===== config.mk =====
export PLATFORM = sky130hd
export DESIGN_NAME = minpool_seq_ctrl
export DESIGN_NICKNAME = d
export VERILOG_FILES = /design/src/rtl/minpool_seq_ctrl.sv
export SDC_FILE = /design/constraint.sdc
export NUM_CORES = 1
export LEC_CHECK = 0
export CORE_ASPECT_RATIO = 0.5
export CORE_MARGIN = 2
export CORE_UTILIZATION = 30
export DETAILED_ROUTE_END_ITERATION = 10
export DONT_BUFFER_PORTS = 1
export SLEW_MARGIN = 5
export SYNTH_ARGS = -nofsm -noshare
export SYNTH_HDL_FRONTEND = slang
export SYNTH_SLANG_ARGS = --single-unit

===== constraint.sdc =====
create_clock -name clk -period 7.23 [get_ports clk]
set_input_delay 0.3615 -clock clk [delete_from_list [all_inputs] [get_ports clk]]
set_output_delay 0.3615 -clock clk [all_outputs]
set_load 0.005 [all_outputs]

===== src/rtl/minpool_seq_ctrl.sv =====
// Sliding-window min/max pooling sequencer: buffers one IMG x IMG frame, then
// walks each stride-1 WIN x WIN window through a single shared comparator.
module minpool_seq_ctrl #(
  parameter int DW  = 8,
  parameter int IMG = 8,
  parameter int WIN = 3
) (
  input  logic          clk,
  input  logic          rst,
  input  logic          cfg_max,
  input  logic          in_valid,
  output logic          in_ready,
  input  logic [DW-1:0] in_data,
  output logic          out_valid,
  input  logic          out_ready,
  output logic [DW-1:0] out_data,
  output logic          out_last,
  output logic          busy,
  output logic          frame_done
);

  localparam int OUT  = IMG - WIN + 1;
  localparam int NPIX = IMG * IMG;
  localparam int CW   = (NPIX > 1) ? $clog2(NPIX) : 1;
  localparam int OW   = (OUT > 1) ? $clog2(OUT) : 1;
  localparam int WW   = (WIN > 1) ? $clog2(WIN) : 1;

  typedef enum logic [1:0] {ST_LOAD, ST_SCAN, ST_OUT} state_t;

  state_t        state_reg, state_next;
  logic [CW-1:0] count_reg, count_next;
  logic [OW-1:0] i_reg, i_next, j_reg, j_next;
  logic [WW-1:0] k_reg, k_next, l_reg, l_next;
  logic [DW-1:0] acc_reg, acc_next;
  logic [DW-1:0] out_data_reg, out_data_next;
  logic          out_valid_reg, out_valid_next;
  logic          out_last_reg, out_last_next;
  logic          mode_reg, mode_next;

  logic [DW-1:0] mem [NPIX];
  logic [DW-1:0] rd_data_reg;
  logic [CW-1:0] rd_addr_next;
  logic          wr_en;
  logic          in_fire;
  logic [DW-1:0] cmp_val;
  logic          first_elem;

  assign in_ready   = (state_reg == ST_LOAD) && !rst;
  assign in_fire    = in_valid && in_ready;
  assign busy       = (state_reg != ST_LOAD);
  assign out_valid  = out_valid_reg;
  assign out_data   = out_data_reg;
  assign out_last   = out_last_reg;
  assign frame_done = out_valid_reg && out_ready && out_last_reg;

  // rd_data_reg always holds the element addressed by the current (i,j,k,l),
  // because the RAM is read one cycle ahead using the next-state indices.
  assign first_elem = (k_reg == '0) && (l_reg == '0);

  always_comb begin
    cmp_val = acc_reg;
    if (first_elem) begin
      cmp_val = rd_data_reg;
    end else if (mode_reg) begin
      if (rd_data_reg > acc_reg) cmp_val = rd_data_reg;
    end else begin
      if (rd_data_reg < acc_reg) cmp_val = rd_data_reg;
    end
  end

  always_comb begin
    state_next     = state_reg;
    count_next     = count_reg;
    i_next         = i_reg;
    j_next         = j_reg;
    k_next         = k_reg;
    l_next         = l_reg;
    acc_next       = acc_reg;
    out_data_next  = out_data_reg;
    out_valid_next = out_valid_reg;
    out_last_next  = out_last_reg;
    mode_next      = mode_reg;
    wr_en          = 1'b0;

    case (state_reg)
      ST_LOAD: begin
        if (in_fire) begin
          wr_en = 1'b1;
          if (count_reg == '0) mode_next = cfg_max;
          if (count_reg == CW'(NPIX - 1)) begin
            count_next = '0;
            state_next = ST_SCAN;
            i_next     = '0;
            j_next     = '0;
            k_next     = '0;
            l_next     = '0;
          end else begin
            count_next = count_reg + CW'(1);
          end
        end
      end

      ST_SCAN: begin
        acc_next = cmp_val;
        if (l_reg == WW'(WIN - 1)) begin
          l_next = '0;
          if (k_reg == WW'(WIN - 1)) begin
            k_next         = '0;
            state_next     = ST_OUT;
            out_data_next  = cmp_val;
            out_valid_next = 1'b1;
            out_last_next  = (i_reg == OW'(OUT - 1)) && (j_reg == OW'(OUT - 1));
          end else begin
            k_next = k_reg + WW'(1);
          end
        end else begin
          l_next = l_reg + WW'(1);
        end
      end

      ST_OUT: begin
        if (out_ready) begin
          out_valid_next = 1'b0;
          k_next         = '0;
          l_next         = '0;
          if (out_last_reg) begin
            out_last_next = 1'b0;
            state_next    = ST_LOAD;
            i_next        = '0;
            j_next        = '0;
          end else begin
            state_next = ST_SCAN;
            if (j_reg == OW'(OUT - 1)) begin
              j_next = '0;
              i_next = i_reg + OW'(1);
            end else begin
              j_next = j_reg + OW'(1);
            end
          end
        end
      end

      default: state_next = ST_LOAD;
    endcase
  end

  assign rd_addr_next = CW'((int'(i_next) + int'(k_next)) * IMG + int'(j_next) + int'(l_next));

  always_ff @(posedge clk or posedge rst) begin
    if (rst) begin
      state_reg     <= ST_LOAD;
      count_reg     <= '0;
      i_reg         <= '0;
      j_reg         <= '0;
      k_reg         <= '0;
      l_reg         <= '0;
      acc_reg       <= '0;
      out_data_reg  <= '1;
      out_valid_reg <= 1'b0;
      out_last_reg  <= 1'b0;
      mode_reg      <= 1'b0;
    end else begin
      state_reg     <= state_next;
      count_reg     <= count_next;
      i_reg         <= i_next;
      j_reg         <= j_next;
      k_reg         <= k_next;
      l_reg         <= l_next;
      acc_reg       <= acc_next;
      out_data_reg  <= out_data_next;
      out_valid_reg <= out_valid_next;
      out_last_reg  <= out_last_next;
      mode_reg      <= mode_next;
    end
  end

  // Frame buffer; the bypass covers a read of the pixel being written (IMG == 1).
  always_ff @(posedge clk) begin
    if (wr_en) mem[count_reg] <= in_data;
    if (wr_en && (count_reg == rd_addr_next)) rd_data_reg <= in_data;
    else                                       rd_data_reg <= mem[rd_addr_next];
  end

endmodule


Word-level counts from Yosys, hierarchy flattened
Memories as Yosys holds them, arrays and structs flattened. A register that Yosys moved wholly into a read port is not among the register bits.
Cells that the tools add are included.
{"block": "word_totals", "regBits": 37, "ramBits": 512, "in_bits": 13, "out_inout_bits": 13, "mem_count": 1}
{"memory": "mem", "words": 64, "width": 8, "rd": 1, "rd_clocked_by_memory_dff": 1, "write_ports": 1, "line_no": "40", "text": "logic [DW-1:0] mem [NPIX];"}
{"block": "classes", "add_sub_neg": 8, "n_lt_le_gt_ge": 2, "eq_ne": 12, "n_mux": 46, "reduce_logical": 18}
{"op": "8-bit 2-to-1 mux", "count": 4}
{"op": "3-bit 2-to-1 mux", "count": 10}
{"op": "2-bit 2-to-1 mux", "count": 14}
{"op": "2-bit one-hot mux with 3 select lines", "count": 3}
{"op": "3-bit one-hot mux with 2 select lines", "count": 2}
{"op": "1-bit 2-to-1 mux", "count": 10}
{"op": "8-bit greater-than comparator", "count": 1}
{"op": "8-bit < comparator", "count": 1}
{"op": "2-bit inequality test (second input constant)", "count": 4}
{"op": "3-bit by 1-bit adder with 3-bit output (second input constant)", "count": 2}
{"op": "6-bit by 1-bit adder with 6-bit output (second input constant)", "count": 1}
{"op": "6-bit by 2-bit adder with 6-bit output", "count": 1}
{"op": "6-bit by 3-bit adder with 6-bit output", "count": 1}
{"op": "2-bit equality test (second input constant)", "count": 3}
{"op": "3-bit equality test (second input constant)", "count": 2}
{"op": "6-bit equality test (second input constant)", "count": 1}
{"op": "1-bit logical AND", "count": 6}
{"op": "2-bit logical NOT", "count": 3}
{"op": "6-bit logical NOT", "count": 1}
{"op": "6-bit 2-to-1 mux", "count": 1}
{"op": "3-bit AND reduction", "count": 2}
{"op": "5-bit AND reduction", "count": 1}
{"op": "2-bit by 1-bit adder with 2-bit output (second input constant)", "count": 2}
{"op": "1-bit one-hot mux with 2 select lines", "count": 2}
{"op": "7 further kinds", "count": 8}

Logic depth before layout (Yosys ltp)
{"block": "depth", "ltp_word": 8, "ltp_mapped": 16, "mapped_depth_nobuf": 12}

Worst setup path after synthesis
No wires, ideal clock.
{"block": "synth_path", "path_type": "flip-flop to flip-flop", "start": "reg (tool-made name)", "end": "reg acc_reg[1]", "setup_ns": 0.125, "t_arrival_ns": 3.502, "slack_ns": 3.603, "stages_incl_launch_ff": 14, "synth_period_minus_slack_ns": 3.627, "path_cell_list": "dfxtp_1 -> buf_6 -> buf_2 -> mux4_2 -> a22oi_1 -> nand3_1 -> a211oi_2 -> nor2_1 -> ha_1 -> a21oi_1 -> a21oi_1 -> o31ai_1 -> o21ai_2 -> mux2_2"}
{"element": "end signal: assignment", "line_no": "169", "text": "acc_reg <= acc_next;"}
{"element": "end: declaration", "line_no": "34", "text": "logic [DW-1:0] acc_reg, acc_next;"}

==> reports/qor.yml <==
setup_path:
  worstPathRequired_ns: 7.71
  critical_path_arrival_ns: 5.62
  slowest_delay_ns: 0.89
  cp-start-kind: "flip-flop"
  crit_buf_inv: 1
  cpLargestDelayFamily: "compound AO/OA/AOI/OAI gates"
  end_kind: "flip-flop"
  path_cells: "buf_4, mux4_2, o22ai_1, nor2_1, a22oi_1, o21ai_1, ha_1, nand4_1, a21oi_1, o31ai_1, o21ai_2, mux2_2"
  crit_type: "flip-flop to flip-flop"
  crit_fanout: 52
  slowest_stage: "dfxtp_4"
global_routing:
  grt_max_degree: 65
  antenna_found_initial: 0
  grt_remaining_overflow: 0
  grt_use_total: 0.136
  grt_pass1_vias: 11000
  grt_pass1_wl_mm: 76.4
routing:
  route.detailed.drc: 0
  dr.pass1.iters: 7
  routed_wl_mm: 51.5
  via_per_inst: 5.00
  vias: 11000
  ant_nets: 0
  avgRoutedWirePerCell_um: 23.4
  drt-initial-drc-count: 1113
run_status:
  status: "complete, no violations"
sta:
  slew_violations: 0
  timing.fmax_mhz: 195
  setup_viol: 0
  finalHoldViolations: 0
  min_period_ns: 5.13
  worst_slew_pin_slew_ns: 1.10
  skew_ns: 0.0195
  max_slew_margin: 0.263
  totalNegativeSetupSlack_ns: 0
  post-route-period-util: 0.710
  layout_setup_ws_ns: 2.10
  rsz0062_at_grt: "false"
yosys:
  ys_seq_elements: 555
  syn-num-nets: 1199
  syn_avg_cell_area_um2: 19.0
  synth.distinct_cells: 59
  ys.flop_type: "edfxtp_1"
  ys_seq_area_frac: 0.739
  yosys_warnings: 0
  yosys.area.top_type: "edfxtp_1"
  synth.area.top_cells: "edfxtp_1, mux4_2, dfrtp_1"
  synth_area_mm2: 0.0222
  synth_cells: 1169
  ys_top_cells_by_count: "edfxtp_1, mux4_2, nor2_1, nand2_1, mux2i_1"
  async_flop_share: 0.0667
  synth-edff-count: 512
  synth_top_area_frac: 0.692
  synth_most_common_cell: "edfxtp_1"
clock_network:
  cts_buffers: 53
  ctsResizeCount: 0
  cts_tree: "yes"
  clock-sinks: 555
  clock_latency_ns: 0.61
  clock_path_buffers: 3
  cts_hold_buffers: 11
  post_cts_buffers: 0
  htreeDepth: 2
  cts_root_buf: "clkbuf_16"
  clk_pin_slew_ns: 0.06
place:
  dp_hpwl_mm: 31.6
  pre_cts_slack_ns: 2.23
  port-buffer-count: 0
  gp_congestion: 0.836
die:
  core_area_mm2: 0.0732
  start_util: 0.303
  die-width_um: 389
  fp-row-count: 70
  dieHeight_um: 196
  num_io_pins: 26
  die-area_mm2: 0.0764
cells_and_area:
  n_antenna_cell: 0
  largest_reg_flops: 512
  nets: 1219
  area_delta_synth_final_pct: 13.0
  fill_cells: 6837
  drive_gt1_frac: 0.205
min_path:
  hold_path_startpoint: "out_ready"
  hold_class: "input port to flip-flop"
pwr:
  p_per_area_mw_per_mm2: 330
  leakage_nw: 7.73
  ir_drop_uv: 219
flow_run:
  max_cap_violations: 0
==> stage by stage <==
stage / power (mW) / util / cell area (um2) / std cells / hold WS (ns)
after floorplan: 5.19 / - / 22200 / 1169 / 0.460
after global placement: 5.67 / 0.317 / 23200 / 2095 / 0.418
after detailed placement: 5.67 / 0.317 / 23200 / 2095 / 0.419
after CTS: 8.34 / 0.343 / 25100 / 2203 / 0.0590
after global routing: 8.61 / 0.343 / 25100 / 2203 / 0.0903
final: 8.28 / 0.343 / 25100 / 2203 / 0.0991
==> cells in the final DEF, fill, tap and decap left out, drive strengths merged, types with 3 or more instances in the layout <==
| cell type | count |
|---|---|
| a211oi | 4 |
| a21o | 3 |
| a21oi | 16 |
| a221oi | 5 |
| a22oi | 29 |
| a31o | 6 |
| a31oi | 5 |
| and2 | 8 |
| and3 | 4 |
| buf | 21 |
| clkbuf | 72 |
| clkinv | 22 |
| dfrtp | 29 |
| dfstp | 8 |
| dfxtp | 6 |
| dlygate4sd3 | 3 |
| edfxtp | 512 |
| ha | 15 |
| inv | 17 |
| mux2 | 11 |
| mux2i | 39 |
| mux4 | 120 |
| nand2 | 50 |
| nand2b | 4 |
| nand3 | 18 |
| nand3b | 4 |
| nor2 | 93 |
| nor2b | 12 |
| nor3 | 5 |
| o21ai | 29 |
| o22ai | 11 |
| o31ai | 3 |
| o41ai | 8 |
| or2 | 3 |
| or3 | 3 |
| xnor2 | 5 |
| xor2 | 3 |
==> final cells by class <==
class	count	area, um2	area share
flip-flops and latches	555	16400	0.655
well taps	972	1220	0.0484
inverters	16	60.1	0.00239
clock buffers	72	1480	0.0590
multi-input cells	539	5400	0.215
clock inverters	25	143	0.00568
repair buffers	24	360	0.0144
==> per-layer routing <==
layer	vias up	GRT usage	routed length [um]
met5	-	0	0
met4	0	0.0389	943
met1	5761	0.191	23000
met3	61	0.0295	3430
li1	4793	-	-
met2	395	0.214	24200
==> kinds of logic (layout without fill, tap and decap cells) <==
kind of cell             Yosys count  in the layout  synth area share
AO/OA/AOI/OAI                    130            130            0.0404
XOR/XNOR                           8              8           0.00315
multiplexers                     170            170             0.145
buffers and inverters             75            137            0.0173
adder cells (fa/ha/maj)           17             17            0.0102
AND/OR/NAND/NOR                  214            214            0.0446
flip-flops                       555            555             0.739
==> worst reg2reg max path: stages, from the launching register on <==
cell	delay, ns
dfxtp_4	0.89
buf_4	0.65
mux4_2	0.45
o22ai_1	0.16
nor2_1	0.07
a22oi_1	0.40
o21ai_1	0.25
ha_1	0.35
nand4_1	0.15
a21oi_1	0.10
o31ai_1	0.87
o21ai_2	0.32
mux2_2	0.36
==> worst paths after layout <==
path / to / slack, ns / cells after the start
min reg2reg: acc_reg[7] / 0.51 / 1
max in group asynchronous: count_reg[0] / 6.47 / 3
max: acc_reg[4] / 2.10 / 12
max reg2reg: acc_reg[4] / 2.10 / 12
min: i_reg[0] / 0.1 / 3
min in group asynchronous: out_last / 0.33 / 3
==> where the power goes <==
group / switching, mW / internal, mW
clock: 1.16 / 1.46
combinational: 1.00 / 0.818
sequential: 0.201 / 3.63
Note: power is estimated with default switching activity, not from simulation.
